==> config.mk <==
export PLATFORM = sky130hd
export DESIGN_NAME = sd4_accumulator
export DESIGN_NICKNAME = d
export VERILOG_FILES = /design/src/rtl/sd4_accumulator.sv
export SDC_FILE = /design/constraint.sdc
export NUM_CORES = 1
export LEC_CHECK = 0
export ABC_AREA = 1
export CAP_MARGIN = 25
export CORE_UTILIZATION = 45
export DETAILED_ROUTE_END_ITERATION = 8
export PLACE_DENSITY_LB_ADDON = 0.3
export SLEW_MARGIN = 10
export SYNTH_ARGS = -nofsm -noshare
export SYNTH_HDL_FRONTEND = slang
export SYNTH_SLANG_ARGS = --single-unit
==> constraint.sdc <==
create_clock -name clk -period 5.4 [get_ports clk]
set_clock_uncertainty 0.05 [all_clocks]
set_input_delay 1.08 -clock clk [delete_from_list [all_inputs] [get_ports clk]]
set_output_delay 1.08 -clock clk [all_outputs]
set_load 0.02 [all_outputs]
==> src/rtl/sd4_accumulator.sv <==
// sd4_accumulator
//   Accumulates signed 20-bit adder-tree terms into one 24-bit signed
//   dot-product result, counts the terms and flags overflow. The result is
//   presented with a valid/ready handshake and held until consumed.
//
//   Optional feature: define SD4_ACC_SAT_EN to clamp the accumulator on
//   overflow. When it is undefined, the accumulator wraps (two's complement).
//   ovf is reported in both builds.
//
// Ports
//   clk        sole clock, rising edge
//   rst_n      synchronous active-low reset
//   sum_in     [19:0] signed term
//   in_valid   term valid
//   in_last    term is the final one of the current dot product
//   in_ready   block can accept a term this cycle
//   flush      abort the accumulation in progress (ignored while holding a result)
//   acc_out    [23:0] signed result, held while out_valid and after
//   term_cnt   [7:0] terms in the result, saturating at 255
//   ovf        24-bit signed range exceeded during accumulation
//   out_valid  result valid
//   out_ready  downstream consumes the result
module sd4_accumulator (
    input  logic        clk,
    input  logic        rst_n,
    input  logic [19:0] sum_in,
    input  logic        in_valid,
    input  logic        in_last,
    output logic        in_ready,
    input  logic        flush,
    output logic [23:0] acc_out,
    output logic [7:0]  term_cnt,
    output logic        ovf,
    output logic        out_valid,
    input  logic        out_ready
);

    typedef enum logic [1:0] {
        IDLE  = 2'd0,
        ACCUM = 2'd1,
        HOLD  = 2'd2
    } state_t;

    state_t      state_q, state_d;
    logic [23:0] acc_q, acc_d;
    logic [7:0]  cnt_q, cnt_d;
    logic        ovf_r_q, ovf_r_d;
    logic [23:0] acc_out_q, acc_out_d;
    logic [7:0]  term_cnt_q, term_cnt_d;
    logic        ovf_q, ovf_d;
    logic        out_valid_q, out_valid_d;

    logic        accept;
    logic        first;
    logic [24:0] sum25;
    logic        sum_ovf;
    logic [23:0] acc_new;
    logic [7:0]  cnt_new;
    logic        ovf_new;

    assign in_ready = (state_q != HOLD) && !flush;
    assign accept   = in_valid && in_ready;
    assign first    = (state_q == IDLE);

    // In IDLE the first term starts from zero, so the old accumulator is masked.
    assign sum25   = (first ? 25'd0 : {acc_q[23], acc_q}) + {{5{sum_in[19]}}, sum_in};
    // The 25-bit sum leaves the 24-bit range exactly when its top two bits differ.
    assign sum_ovf = sum25[24] ^ sum25[23];

`ifdef SD4_ACC_SAT_EN
    assign acc_new = !sum_ovf ? sum25[23:0] :
                     (sum25[24] ? 24'h800000 : 24'h7fffff);
`else
    assign acc_new = sum25[23:0];
`endif

    assign cnt_new = first ? 8'd1 : ((cnt_q == 8'hff) ? 8'hff : cnt_q + 8'd1);
    // Sticky until the next IDLE accept restarts the dot product.
    assign ovf_new = (first ? 1'b0 : ovf_r_q) | sum_ovf;

    always_comb begin
        state_d     = state_q;
        acc_d       = acc_q;
        cnt_d       = cnt_q;
        ovf_r_d     = ovf_r_q;
        acc_out_d   = acc_out_q;
        term_cnt_d  = term_cnt_q;
        ovf_d       = ovf_q;
        out_valid_d = out_valid_q;
        case (state_q)
            IDLE, ACCUM: begin
                if (flush) begin
                    state_d = IDLE;
                    acc_d   = 24'd0;
                    cnt_d   = 8'd0;
                    ovf_r_d = 1'b0;
                end else if (accept) begin
                    acc_d   = acc_new;
                    cnt_d   = cnt_new;
                    ovf_r_d = ovf_new;
                    if (in_last) begin
                        state_d     = HOLD;
                        acc_out_d   = acc_new;
                        term_cnt_d  = cnt_new;
                        ovf_d       = ovf_new;
                        out_valid_d = 1'b1;
                    end else begin
                        state_d = ACCUM;
                    end
                end
            end
            HOLD: begin
                if (out_ready) begin
                    state_d     = IDLE;
                    out_valid_d = 1'b0;
                end
            end
            default: state_d = IDLE;
        endcase
    end

    always_ff @(posedge clk) begin
        if (!rst_n) begin
            state_q     <= IDLE;
            acc_q       <= 24'd0;
            cnt_q       <= 8'd0;
            ovf_r_q     <= 1'b0;
            acc_out_q   <= 24'd0;
            term_cnt_q  <= 8'd0;
            ovf_q       <= 1'b0;
            out_valid_q <= 1'b0;
        end else begin
            state_q     <= state_d;
            acc_q       <= acc_d;
            cnt_q       <= cnt_d;
            ovf_r_q     <= ovf_r_d;
            acc_out_q   <= acc_out_d;
            term_cnt_q  <= term_cnt_d;
            ovf_q       <= ovf_d;
            out_valid_q <= out_valid_d;
        end
    end

    assign acc_out   = acc_out_q;
    assign term_cnt  = term_cnt_q;
    assign ovf       = ovf_q;
    assign out_valid = out_valid_q;

endmodule

==> run summary, run 1 <==
Status - finished, final reports clean
WS Path Type - in -> out
Final instance area - 5330 sq um
Worst-margin pin slew - 835 ps
Worst-path fanout max - 3
Total wire length - 11.9 mm
Antenna violations before repair - 0
Hold EP - out_valid
Placed instance area - 5110 sq um
Netlist cell types - 35
Worst hold path class - reg -> reg
Max-slew headroom - 0.441
Non-Filler Instances - 874
H-tree Lvls - 3
Vias in the first global route - 4,373
Core box area - 9330 sq um
Commonest cells in the netlist - nand2_1 (189), inv_1 (108), dfxtp_1 (69), nor2_1 (69), a21oi_1 (62)
Drt pass-1 iters - 5
# hold bufs at CTS - 0
Die W - 101 um
FP Rows - 35
Ports - 61
Primary FF master, synth - dfxtp_1
# DRC - 0
Synth async-reset ratio - 0
Global Route Usage Sum - 0.248
Clock sinks - 69
Routability cong. - 0.956
Ys Warns - 0
Flop and latch count out of synthesis - 69
Leakage - 2.46 nW
Slew Viols, Final - 0
Syn_area_per_cell - 6.42 sq um
HPWL after DPL - 8.46 mm
F_max - 0.296 GHz
Ant. Diodes - 0
Final Power - 1.16 mW
Worst-case reg-to-reg path depth - 18
Sequential area share after synthesis - 0.315
Die area - 10,200 sq um
Clock transition at path regs - 70 ps
Gr ovfl total - 0
Final net count - 792
Resize count post-CTS - 0
WHS Path Cells - 2
Post-route ant nets - 0
Area leader, netlist - dfxtp_1
Layout area overhead - 21.4%
Largest net degree at the start of global routing - 33
Clock root buffer - clkbuf_8
Peak VDD IR - 168 uV
WL/cell - 13.6 um
Setup_tns - 0 ps
Share of cells above drive strength 1 - 0.0564
Buffers on Ports - 60
Final setup fails - 0
Top cell type's share of synthesized area - 0.315
Postcts setup bufs - 0
CP arrival - 2250 ps
Hold slack - 412 ps
Die Y-Extent - 101 um
Total CTS buffers - 9
RR Startpoint - state_q[0]
CP startpoint kind - input pin
Starting Density - 0.471
Placed insts - 857
Cell Area, Synth - 4390 sq um
Post-synth EDFFs - 0
Mapped Cells - 684
Register-to-register setup slack - 2240 ps
Fin crit share - 0.626
Syn nets - 736
Total number of vias - 4,398
Setup crit end kind - output port
R2R Path End - acc_out[17]
Vias per cell - 5.03
TritonCTS clock tree - yes
Top cells by area, synth - dfxtp_1 (31%), nand2_1 (16%), inv_1 (9.2%)
DRT iter0 DRCs - 177
RSZ-0062 raised after global routing - no
CP Data Required Time - 4270 ps
HP Start - out_valid
Hold Fails Final Rpt - 0
Worst-Skew Late Latency - 350 ps
Max clock buf depth - 2
P per Cell Area - 218 nW/um^2
Min Tclk post-route - 3380 ps
Global-route wire length before repair - 19.7 mm
Max Cap Viol - 0
Most common cell in the netlist - nand2_1
through the flow:
| stage | util | setup WS [ps] |
|---|---|---|
| after CTS | 0.569 | 2010 |
| after global routing | 0.572 | 1890 |
| after detailed placement | 0.548 | 1920 |
| final | 0.572 | 2020 |
| after global placement | 0.548 | 1990 |
| after floorplan | - | 2680 |
placed cells by master, fill, tap and decap left out, types with 3 or more instances in the layout:
cell type,instances
nand2_1,189
inv_1,108
nor2_1,69
dfxtp_1,69
a21oi_1,62
clkdlybuf4s50_1,60
o21ai_0,36
ha_1,25
o21bai_1,23
nand3_1,22
xor2_1,14
clkbuf_8,10
nor2_2,5
nand3b_1,5
buf_4,5
nand2_2,4
inv_2,3
nor3_1,3
report_power, final:
group / internal (mW) / total [mW] / switching (mW)
combinational: 0.0793 / 0.196 / 0.117
clock: 0.225 / 0.425 / 0.200
sequential: 0.529 / 0.540 / 0.0108
worst max path at each step:
stage,startpoint,end,cells past startpoint
2_1_floorplan,sum_in[0],acc_out[22],15
3_3_place_gp,sum_in[0],acc_out[22],16
6_report,flush,in_ready,3
4_1_cts,flush,in_ready,3
5_1_grt,state_q[0],acc_q[21],17
3_5_place_dp,sum_in[0],acc_q[14],13
layout make-up:
cell class	count	area, sq um
Fill cell	952	4000
Multi-Input combinational cell	483	2510
Sequential cell	69	1380
Timing Repair Buffer	66	666
Inverter	111	417
Tap cell	129	161
Clock buffer	12	145
Clock inverter	4	47.5
logic make-up after synthesis:
group | after synthesis | synth area share
AOI/OAI and AO/OA | 133 | 0.171
and+or+nand+nor | 307 | 0.289
DFF | 69 | 0.315
adders and majority gates | 26 | 0.0758
xor gates and xnor gates | 17 | 0.0356
buffers and inverters | 132 | 0.114
worst max-delay path, stage by stage:
cell             delay [ps]
clkdlybuf4s50_1         450
nor2_1                  120
clkdlybuf4s50_1         600
layer usage:
metal | up-vias | wire [um] | global-route usage
li1 | 2243 | - | -
met1 | 2018 | 5450 | 0.307
met2 | 121 | 5600 | 0.444
met3 | 16 | 616 | 0.0354
met4 | 0 | 186 | 0.0780
met5 | - | 0 | 0
flip-flops by register name, summed over array words and instances (netlist names):
register and count:
ovf_r_q 1, ovf 1, acc_out 24, out_valid 1, state_q 2, acc_q 24
term_cnt 8, cnt_q 8
(Power assumes the default switching activity.)
==> run 2: changes to the inputs <==
clock period = 3.5 ns   (was 5.4 ns; I/O delays follow)
==> run summary, run 2 (synthesized netlist as in run 1, its figures left out) <==
Most frequent cells in the layout - nand2_1 (189), inv_1 (108), nor2_1 (69), dfxtp_1 (69), a21oi_1 (62)
TritonCTS clock tree - yes
WHS Path Cells - 2
Clock root buffer - clkbuf_8
RSZ-0062 raised after global routing - no
# DRC - 0
Worst-margin pin slew - 538 ps
CP Data Required Time - 3750 ps
Max clock buf depth - 2
Layout fillers - 892
Gr ovfl total - 0
DRT iter0 DRCs - 261
Die W - 101 um
CP startpoint kind - register
H-tree Lvls - 3
Crit path cell chain - nor2_1 -> buf_4 -> inv_1 -> nand2_1 -> inv_1 -> ha_1 -> nand3_1 -> nand2_1 -> nand2_1 -> nand2_1 -> nand2_1 -> nand2_1 -> xor2_1 -> nand2_1 -> a21oi_1
Setup crit end kind - register
HPWL after DPL - 8.11 mm
Final setup fails - 0
Setup_tns - 0 ps
Max-slew headroom - 0.641
Post-route ant nets - 0
Hold Fails Final Rpt - 0
Starting Density - 0.471
Clock sinks - 69
F_max - 0.354 GHz
Core box area - 9330 sq um
Hold EP - out_valid
CP bufs+invs - 3
Worst hold path class - reg -> reg
Drt pass-1 iters - 5
Worst-Skew Late Latency - 360 ps
Max Cap Viol - 0
Peak VDD IR - 188 uV
FP Rows - 35
Buffers on Ports - 60
Worst-case reg-to-reg path depth - 15
Slowest stage delay, CP - 330 ps
Die Y-Extent - 101 um
R2R Path End - acc_q[13]
Commonest non-fill, non-tap cell in the layout - nand2_1
Resize count post-CTS - 0
Global-route wire length before repair - 19.3 mm
Min Tclk post-route - 2820 ps
Largest net degree at the start of global routing - 33
Layout area overhead - 22.4%
Final net count - 793
Final Util - 0.576
Final setup margin - 677 ps
Postcts setup bufs - 0
Total CTS buffers - 9
Total number of vias - 4,415
Register-to-register setup slack - 680 ps
# hold bufs at CTS - 0
Fin crit share - 0.807
RR Startpoint - state_q[0]
CP arrival - 3070 ps
P per Cell Area - 360 nW/um^2
Slowest cell on the critical path - dfxtp_1
Share of cells above drive strength 1 - 0.0591
Die area - 10,200 sq um
Cell family with most CP delay - simple AND/OR/NAND/NOR gates
Slew Viols, Final - 0
Most common cell on crit path - nand2_1
Leakage - 2.49 nW
WL/cell - 13.2 um
HP Start - out_valid
Status - finished, final reports clean
Ports - 61
Setup WS pre-CTS - 423 ps
Vias per cell - 5.05
Total wire length - 11.5 mm
Worst-path fanout max - 26
Routability cong. - 0.955
Global Route Usage Sum - 0.241
Vias in the first global route - 4,290
WS Path Type - reg -> reg
Ant. Diodes - 0
Antenna violations before repair - 0
Clock transition at path regs - 80 ps
-- run 2: cell types whose count changed in the layout (fill, tap and decap cells not counted), sizes merged --
cell and change:
buf +1, bufinv +2, clkbuf -3, clkinv +1, clkinvlp -1
-- run 2: worst max-delay path by stage --
stage | endpoint | cells after the start | startpoint | slack, ps
6_report | acc_q[13] | 15 | state_q[0] | 680
3_3_place_gp | acc_out[18] | 15 | sum_in[0] | 500
2_1_floorplan | acc_out[23] | 13 | state_q[0] | 1120
5_1_grt | acc_out[22] | 17 | state_q[1] | 320
4_1_cts | acc_q[13] | 15 | state_q[0] | 690
3_5_place_dp | acc_out[18] | 15 | sum_in[0] | 420
-- run 2: layout make-up --
type	count	area, sq um	share of cell area
multi-input cells	483	2510	0.468
flip-flops and latches	69	1380	0.257
repair buffers	67	666	0.124
inverters	111	417	0.0775
well taps	129	161	0.0300
clock buffers	9	124	0.0230
clock inverters	6	113	0.0209
-- run 2: worst min-delay path: stages, from the launching register on --
cell     delay (ps)
dfxtp_1         310
nand2_1          60
a21oi_1          50
-- run 2: where the power goes --
part	switching, mW	leakage [nW]	internal (mW)	total [mW]
clock network	0.332	0.119	0.471	0.802
logic	0.178	1.81	0.122	0.300
registers	0.0163	0.562	0.816	0.832
total	0.526	2.49	1.41	1.93
-- run 2: metrics by stage --
| stage | instances | hold WS (ps) | area (sq um) | total power, mW |
|---|---|---|---|---|
| final | 874 | 412 | 5380 | 1.93 |
| after detailed placement | 859 | 401 | 5140 | 1.15 |
| after global routing | 874 | 436 | 5380 | 2.02 |
| after floorplan | 684 | 395 | 4390 | 1.03 |
| after CTS | 874 | 417 | 5380 | 1.94 |
| after global placement | 859 | 399 | 5140 | 1.14 |
-- run 2: layer usage --
metal  share of wire  up-vias  track usage
met4           0.025        0       0.0925
met1            0.46     1977        0.311
met3           0.066       34       0.0465
li1                -     2252            -
met5               0        -            0
met2            0.45      152        0.398
==> run 3: changes to the inputs <==
clock period = 2.9 ns   (was 3.5 ns; I/O delays follow)
==> run summary, run 3 (synthesized netlist as in run 1, its figures left out) <==
Status - finished, final reports clean
Switching power - 0.622 mW
Resize count post-CTS - 0
Total CTS buffers - 9
H-tree Lvls - 3
Setup_tns - 0 ps
Slew Viols, Final - 0
P_int - 1.70 mW
CP startpoint kind - register
Clock transition at path regs - 80 ps
Worst-margin pin slew - 503 ps
Multi-input gate area - 2510 sq um
Setup crit end kind - register
Starting Density - 0.471
Clock sinks - 69
Register-to-register setup slack - 330 ps
Hold EP - out_valid
Final setup fails - 0
Global-route wire length before repair - 19.4 mm
Ant. Diodes - 0
DRT iter0 DRCs - 155
Final Power - 2.33 mW
Total wire length - 11.4 mm
Largest net degree at the start of global routing - 33
Buffers on Ports - 60
Worst-path fanout max - 26
Postcts setup bufs - 0
Min Tclk post-route - 2570 ps
Routability cong. - 0.946
F_max - 0.388 GHz
RSZ-0062 raised after global routing - no
Sequential power share - 0.432
Peak VDD IR - 259 uV
# hold bufs at CTS - 0
Worst-case reg-to-reg path depth - 17
HPWL after DPL - 8.20 mm
Ports - 61
Die area - 10,200 sq um
R2R Path End - acc_out[18]
Layout fillers - 906
Clock root buffer - clkbuf_8
GR Layer Usage met3 - 0.0437
Antenna violations before repair - 0
Share of cells above drive strength 1 - 0.0628
Worst hold path class - reg -> reg
Met1 GRT Util - 0.312
Hold Fails Final Rpt - 0
Max clock buf depth - 2
Commonest non-fill, non-tap cell in the layout - nand2_1
TritonCTS clock tree - yes
Die W - 101 um
Worst-Skew Late Latency - 350 ps
Most frequent cells in the layout - nand2_1 (189), inv_1 (108), nor2_1 (69), dfxtp_1 (69), a21oi_1 (62)
Gr ovfl total - 0
Leakage - 2.51 nW
Layout area overhead - 23.2%
RR Startpoint - state_q[0]
Max Cap Viol - 0
FP Rows - 35
CP Data Required Time - 3090 ps
Clk network pwr share - 0.411
Met2 Usage GRT - 0.398
CP arrival - 2770 ps
Gr busiest metal - met2
Core box area - 9330 sq um
Vias per cell - 5.02
FF+latch area - 1380 sq um
Fin crit share - 0.888
WL/cell - 13.0 um
# DRC - 0
Post-route ant nets - 0
Global Route Usage Sum - 0.242
Max-slew headroom - 0.660
Final net count - 796
P per Cell Area - 430 nW/um^2
Die Y-Extent - 101 um
WS Path Type - reg -> reg
Total number of vias - 4,405
Vias in the first global route - 4,373
WHS Path Cells - 2
Drt pass-1 iters - 5
Sw frac - 0.267
HP Start - out_valid
Comb pwr share - 0.157
Final Util - 0.580
-- run 3: cell count changes in the layout (fill, tap and decap cells not counted) --
cell | previous run | this run
buf_4 | 6 | 8
buf_12 | 1 | 2
-- run 3: through the flow --
stage               worst slack [ps]  cell area [sq um]  std cells  hold WS (ps)
floorplan                        518               4390        684           395
global placement                89.5               5170        862           402
detailed placement              23.2               5170        862           405
CTS                              369               5410        877           418
global route                     108               5410        877           436
finish                           326               5410        877           417
-- run 3: per-layer routing --
metal,up-vias,wire length [um]
met4,0,299
met3,29,709
met5,-,0
met2,137,5120
li1,2265,-
met1,1974,5310
-- run 3: worst max path at each step --
stage	depth (start not counted)	to	start
final	17	acc_out[18]	state_q[0]
after global routing	18	acc_q[18]	state_q[1]
after CTS	17	acc_out[18]	state_q[0]
after detailed placement	15	acc_out[18]	sum_in[0]
after global placement	16	acc_out[22]	sum_in[0]
after floorplan	13	acc_out[23]	state_q[0]
-- run 3: power by group through the flow --
stage                     combinational [mW]  clock [mW]  sequential [mW]
after floorplan                        0.186           0             1.05
after global placement                 0.360           0             1.03
after detailed placement               0.364           0             1.03
after CTS                              0.366       0.971             1.00
after global routing                   0.404        1.01             1.01
final                                  0.366       0.955             1.00
-- run 3: area by class of cell --
cell class / instances / share of cell area
Clock buffer: 9 / 0.0229
Clock inverter: 6 / 0.0208
Inverter: 111 / 0.0770
Multi-Input combinational cell: 483 / 0.465
Sequential cell: 69 / 0.255
Tap cell: 129 / 0.0298
Timing Repair Buffer: 70 / 0.130
-- run 3: worst max-delay path: stages (launching register included) --
cell and delay [ps]:
dfxtp_1 360, nor2_1 80, buf_12 160, nor2_1 100, ha_1 180, inv_1 60, fa_1 390, nand3b_1 170
nand2_1 110, nand2_1 60, nand2_1 120, nand2_1 80, nand2_1 100, nand2_1 80, nand3_1 80, nand2_1 80
o21bai_1 130, inv_1 60
